### src/rtl/vga_hvsync_generator.sv
// VGA 640x480@60Hz timing generator: pixel/line counters, active-low syncs
// and a visible-area flag for the downstream pixel pipeline.
module vga_hvsync_generator #(
    parameter int unsigned H_DISPLAY = 640,
    parameter int unsigned H_FRONT   = 16,
    parameter int unsigned H_SYNC    = 96,
    parameter int unsigned H_BACK    = 48,
    parameter int unsigned V_DISPLAY = 480,
    parameter int unsigned V_BOTTOM  = 10,
    parameter int unsigned V_SYNC    = 2,
    parameter int unsigned V_TOP     = 33
) (
    input  logic       clk,
    input  logic       rst_n,
    output logic       hsync,
    output logic       vsync,
    output logic       display_on,
    output logic [9:0] hpos,
    output logic [9:0] vpos
);

    localparam int unsigned H_TOTAL = H_DISPLAY + H_FRONT + H_SYNC + H_BACK;
    localparam int unsigned V_TOTAL = V_DISPLAY + V_BOTTOM + V_SYNC + V_TOP;

    localparam logic [9:0] H_LAST       = 10'(H_TOTAL - 1);
    localparam logic [9:0] H_DISP       = 10'(H_DISPLAY);
    localparam logic [9:0] H_SYNC_START = 10'(H_DISPLAY + H_FRONT);
    localparam logic [9:0] H_SYNC_END   = 10'(H_DISPLAY + H_FRONT + H_SYNC);
    localparam logic [9:0] V_LAST       = 10'(V_TOTAL - 1);
    localparam logic [9:0] V_DISP       = 10'(V_DISPLAY);
    localparam logic [9:0] V_SYNC_START = 10'(V_DISPLAY + V_BOTTOM);
    localparam logic [9:0] V_SYNC_END   = 10'(V_DISPLAY + V_BOTTOM + V_SYNC);

    logic [9:0] r_hpos;
    logic [9:0] r_vpos;
    logic       r_hsync;
    logic       r_vsync;

    logic       w_h_wrap;
    logic [9:0] w_hpos_next;
    logic [9:0] w_vpos_next;
    logic       w_hsync_next;
    logic       w_vsync_next;

    // Next-state counters; >= so an out-of-range value recovers at the next wrap check.
    always_comb begin
        w_h_wrap    = (r_hpos >= H_LAST);
        w_hpos_next = w_h_wrap ? 10'd0 : r_hpos + 10'd1;
        w_vpos_next = r_vpos;
        if (w_h_wrap) begin
            w_vpos_next = (r_vpos >= V_LAST) ? 10'd0 : r_vpos + 10'd1;
        end
        // Syncs decoded from next-state position so the registered pulse lines up with hpos/vpos.
        w_hsync_next = !((w_hpos_next >= H_SYNC_START) && (w_hpos_next < H_SYNC_END));
        w_vsync_next = !((w_vpos_next >= V_SYNC_START) && (w_vpos_next < V_SYNC_END));
    end

    // Counter and sync registers; reset parks at (0,0) with syncs inactive.
    always_ff @(posedge clk or negedge rst_n) begin
        if (!rst_n) begin
            r_hpos  <= 10'd0;
            r_vpos  <= 10'd0;
            r_hsync <= 1'b1;
            r_vsync <= 1'b1;
        end else begin
            r_hpos  <= w_hpos_next;
            r_vpos  <= w_vpos_next;
            r_hsync <= w_hsync_next;
            r_vsync <= w_vsync_next;
        end
    end

    assign hpos       = r_hpos;
    assign vpos       = r_vpos;
    assign hsync      = r_hsync;
    assign vsync      = r_vsync;
    assign display_on = (r_hpos < H_DISP) && (r_vpos < V_DISP);

endmodule

### config.mk
export PLATFORM = sky130hd
export DESIGN_NAME = vga_hvsync_generator
export DESIGN_NICKNAME = d
export VERILOG_FILES = /design/src/rtl/vga_hvsync_generator.sv
export SDC_FILE = /design/constraint.sdc
export NUM_CORES = 1
export LEC_CHECK = 0
export BUFFER_PORTS_ARGS = -buffer_cell sky130_fd_sc_hd__buf_2
export CORE_ASPECT_RATIO = 0.75
export CORE_MARGIN = 4
export CORE_UTILIZATION = 48
export DETAILED_ROUTE_END_ITERATION = 10
export GPL_ROUTABILITY_DRIVEN = 1
export HOLD_SLACK_MARGIN = 0.08
export PLACE_DENSITY = 0.71
export SLEW_MARGIN = 25
export SYNTH_ARGS = -nofsm -noshare
export SYNTH_HDL_FRONTEND = slang
export SYNTH_SLANG_ARGS = --single-unit
export TNS_END_PERCENT = 30
### constraint.sdc
create_clock -name clk -period 2.1 [get_ports clk]
set_clock_uncertainty 0.05 [all_clocks]
set_input_delay 0.525 -clock clk [delete_from_list [all_inputs] [get_ports clk]]
set_output_delay 0.525 -clock clk [all_outputs]
set_load 0.005 [all_outputs]
# ---- After elaboration in Yosys (flattened, before gate mapping)
# Index checks and enable logic that the tools add are counted.
dict set report totals {
  ramBits 0
  latchBits 0
  register_bits 22
  mem_count 0
  romBits 0
  inputBits 2
}
dict set report classes {
  mux 3
  shifts 0
  n_div 0
  multipliers 0
  bitwise 0
  add_sub_neg 2
  reduce_logical 5
  eq_ne 0
  n_lt_le_gt_ge 8
}
# cell n
set op_table {}
lappend op_table {{10-bit >= comparator, second input constant} 3}
lappend op_table {{10-bit 2-to-1 mux} 3}
lappend op_table {{10-bit by 1-bit adder with 10-bit output, second input constant} 2}
lappend op_table {{10-bit < comparator, second input constant} 2}
lappend op_table {{10-bit by 9-bit < comparator with 1-bit output, second input constant} 2}
lappend op_table {{10-bit by 9-bit >= comparator with 1-bit output, second input constant} 1}
lappend op_table {{1-bit logical AND} 3}
lappend op_table {{1-bit logical NOT} 2}

# ---- Logic depth before layout (Yosys ltp)
dict set report depth {
  word_depth 6
  mapped_depth 7
  ltp_nobuf 6
}

# ---- Worst setup path before layout
# No wires, ideal clock.
dict set report synth_path {
  kind {register to register}
  start {register r_vpos[0] (netlist: vpos[0])}
  end {register r_vsync (netlist: vsync)}
  slack_ns 0.243
  setup_ns 0.089
  stages_incl_launch_ff 7
  path_buffers 1
  arrival_time_ns 1.717
  synth_period_minus_slack_ns 1.857
  cell_sequence {dfrtp_1 -> ha_1 -> buf_2 -> or4b_1 -> a211o_1 -> o21ai_2 -> nand4b_1}
}
dict set report synth_via {
  elab_chain_cells 6
}
# item line
set synth_rtl {}
lappend synth_rtl {{start, declared} 35} ;# logic [9:0] r_vpos;
lappend synth_rtl {{start signal, assigned} 67} ;# r_vpos <= w_vpos_next;
lappend synth_rtl {{10-bit by 1-bit adder with 10-bit output or 10-bit >= comparator (tied branches)} 51} ;# w_vpos_next = (r_vpos >= V_LAST) ? 10'd0 : r_vpos + 10'd1;
lappend synth_rtl {{10-bit 2-to-1 mux} 51}
lappend synth_rtl {{10-bit 2-to-1 mux (*)} 50} ;# if (w_h_wrap) begin
lappend synth_rtl {{10-bit by 9-bit >= comparator with 1-bit output or 10-bit by 9-bit < comparator with 1-bit output (tied branches)} 55} ;# w_vsync_next = !((w_vpos_next >= V_SYNC_START) && (w_vpos_next < V_SYNC_END));
lappend synth_rtl {{1-bit logical AND (*)} 55}
lappend synth_rtl {{1-bit logical NOT (*)} 55}
lappend synth_rtl {{net w_vsync_next} 43} ;# logic w_vsync_next;
lappend synth_rtl {{end signal, assigned} 69} ;# r_vsync <= w_vsync_next;
lappend synth_rtl {{end, declared} 37} ;# logic r_vsync;
# Mark *: on every way through the listed nets, which the timed path passes. The rest lies on a longest branch.

# ---- Worst setup path after layout
dict set report layout_path {
  start {register r_vpos[6] (netlist: vpos[6])}
  end {output port display_on}
}
dict set report layout_via {
  elab_chain_cells 2
}
# item line
set layout_rtl {}
lappend layout_rtl {{10-bit by 9-bit < comparator with 1-bit output} 77} ;# assign display_on = (r_hpos < H_DISP) && (r_vpos < V_DISP);
lappend layout_rtl {{1-bit logical AND} 77}
lappend layout_rtl {{end, declared} 17} ;# output logic display_on,
# Every way passes these cells.

==> summary.txt <==
Floorplan
  • Initial core utilization: 50.1%
  • Die area: 0.00365 mm²
  • Cell Rows: 16
  • Core footprint: 0.00262 mm²
  • DIE HEIGHT: 53.3 µm
  • Die Width: 68.4 µm
  • Boundary pin count: 25

Yosys
  • Area contributors post-synth: dfrtp_1 38%, o21ai_0 4.2%, dfstp_2 4.0%
  • Register area share after synthesis: 42.1%
  • Cell area after synthesis: 0.00132 mm²
  • Number of synthesized flops with an enable pin: 0
  • Top FF cell, synth: dfrtp_1
  • Synth unique cells: 52
  • Commonest cells in the synthesized netlist: 20 x dfrtp_1, 13 x nand2_1, 11 x o21ai_0, 10 x nor2_1, 8 x nand3_1
  • Post-synth net total: 150
  • Mapped Avg Cell Area: 9.07 µm²
  • Syn Inst Count: 145
  • Area leader, netlist: dfrtp_1
  • Share of flip-flops with an asynchronous set or reset: 100%
  • Flops & latches, synth: 22
  • Warnings, synthesis: 0
  • Top-area cell type share of the netlist area: 38.1%
  • Most common cell in the netlist: dfrtp_1

Critical path
  • Critical path class: flip-flop to output port
  • Max incr delay on CP: 0.49 ns
  • Startpoint types: flip-flop
  • Crit-path slowest cell: dfrtp_2
  • CP bufs+invs: 1
  • Critical Path RT: 1.52 ns
  • Worst-path fanout max: 11
  • Largest delay share family, worst path: flip-flops
  • WP data arrival: 1.46 ns
  • CP cell instances: and3_1 -> a221oi_1 -> buf_2
  • Worst setup EP type: output port

Routing
  • Drt pass-1 iters: 4
  • Post-route ant nets: 0
  • Starting DRC count in detailed routing: 167
  • Vias post-DR: 1194
  • DRC Markers: 0
  • Drt via density: 5.74
  • WL final: 2990 µm
  • WL/cell: 14.4 µm

Run
  • Max-cap viol count: 0

GRT
  • Grt ovf: 0
  • First-pass GRT wire length: 4930 µm
  • Vias in the first global route: 1021
  • Pin count of the biggest net entering global routing: 23
  • Gr usage total: 18.1%
  • Initial antenna violation count: 0

Clock network
  • Clock buffer count from CTS: 3
  • Clock Path Buffers: 2
  • H-tree depth: 1
  • Hold Buf Count CTS: 0
  • Clk sink count: 22
  • Worst-Skew Late Latency: 0.26 ns
  • Worst-path clk slew: 0.08 ns
  • Root buffer cell: clkbuf_8
  • CTS tree: built

Final layout
  • Area delta synth->final: 17.1%
  • Layout cell share with drive strength beyond 1: 30.2%
  • FILL cells: 243
  • Nets: 178
  • ANT cells: 0

STA
  • Final Max Slew Viols: 0
  • Relative max-transition margin: 46.3%
  • PnR worst setup slack: 0.0638 ns
  • Final period util: 97.0%
  • RSZ-0062 raised after global routing: false
  • Fmax: 491 MHz
  • Crit path time final: 2.04 ns
  • Fin. Hold Viols: 0
  • Worst slew pin tran: 0.804 ns
  • Setup TNS: 0 ns
  • Setup Viol. Count Final: 0

Place
  • Post-DP HPWL: 2220 µm
  • Pre-CTS WS: 0.257 ns
  • Routability cong.: 0.883
  • I/O Buffers: 24

Power and ir drop
  • Static Leakage: 0.671 nW
  • PD cells: 452 mW/mm²
  • Worst vdd ir: 0.000364 V

Hold path
  • Worst Hold Class: input pin to async pin

Status
  • Status: finished clean
## placed cells by master (no fill, tap or decap), drive strengths merged, types with 2 or more instances in the layout
cell type / n
a21boi: 2
a21oi: 8
a31oi: 4
and3: 4
and4: 2
buf: 32
clkbuf: 4
dfrtp: 20
dfstp: 2
ha: 3
inv: 6
nand2: 14
nand3: 8
nand4: 3
nand4b: 2
nor2: 11
nor3: 4
nor3b: 2
o211ai: 2
o21ai: 13
o31ai: 4
or2: 2
xnor2: 3
xor2: 2
## cell families (layout without fill, tap and decap cells)
kind of cell / Yosys count / count (layout) / share of synthesized area (%)
compound gates: 40 / 40 / 19.8
xor+xnor: 5 / 5 / 3.33
fa+ha+maj: 3 / 3 / 2.85
buf+inv: 15 / 42 / 5.33
flops: 22 / 22 / 42.1
mux: 1 / 1 / 0.856
simple gates: 59 / 59 / 25.8
## area by class of cell
| cell class | instances | area, µm² | share of cell area [%] |
|---|---|---|---|
| inverter | 6 | 22.5 | 1.46 |
| tap | 36 | 45.0 | 2.92 |
| sequential | 22 | 556 | 36.1 |
| multi-input combinational | 108 | 692 | 44.9 |
| clock buffer | 4 | 45.0 | 2.92 |
| timing repair buffer | 32 | 180 | 11.7 |
## through the flow
step                power (mW)  hold slack, ns  std cells  instance area [µm²]  utilization, %
global route             0.737           0.201        208                 1540            58.7
detailed placement       0.441           0.448        203                 1490            56.6
floorplan                0.432           0.179        145                 1320               -
CTS                      0.709           0.181        207                 1530            58.4
finish                   0.696           0.163        208                 1540            58.7
global placement         0.441           0.429        203                 1490            56.6
## power by group
| part | internal, mW | switching (mW) | total [mW] |
|---|---|---|---|
| Combinational | 0.000667 | 0.00756 | 0.00823 |
| Sequential | 0.423 | 0 | 0.423 |
| Clock | 0.135 | 0.130 | 0.265 |
## worst paths after layout
kind / start / endpoint / slack (ns) / cells after the start
max: vpos[6] / display_on / 0.06 / 3
min: rst_n / hpos[9] / 0.16 / 1
max reg2reg: hpos[0] / hsync / 0.21 / 6
min reg2reg: hpos[0] / hpos[0] / 0.46 / 1
max in group asynchronous: rst_n / vpos[6] / 1.49 / 1
min in group clk: hpos[0] / hpos[0] / 0.46 / 1
## flip-flops by register name (all words and copies together), names as in the netlist
register,flops
vpos,10
hpos,10
vsync,1
hsync,1
## what timing repair did
action,CTS,global route
pin swaps,0,0
buffers inserted,0,1
resized for setup,1,1
endpoints found under the hold margin,0,0
endpoints found under the setup margin,1,1
## layer usage
layer,track usage (%),up-vias,routed length (µm)
li1,-,582,-
met1,26.7,564,1450
met2,27.1,48,1310
met3,5.10,0,227
met4,0.990,0,0
met5,0,-,0
(Power assumes the default switching activity.)
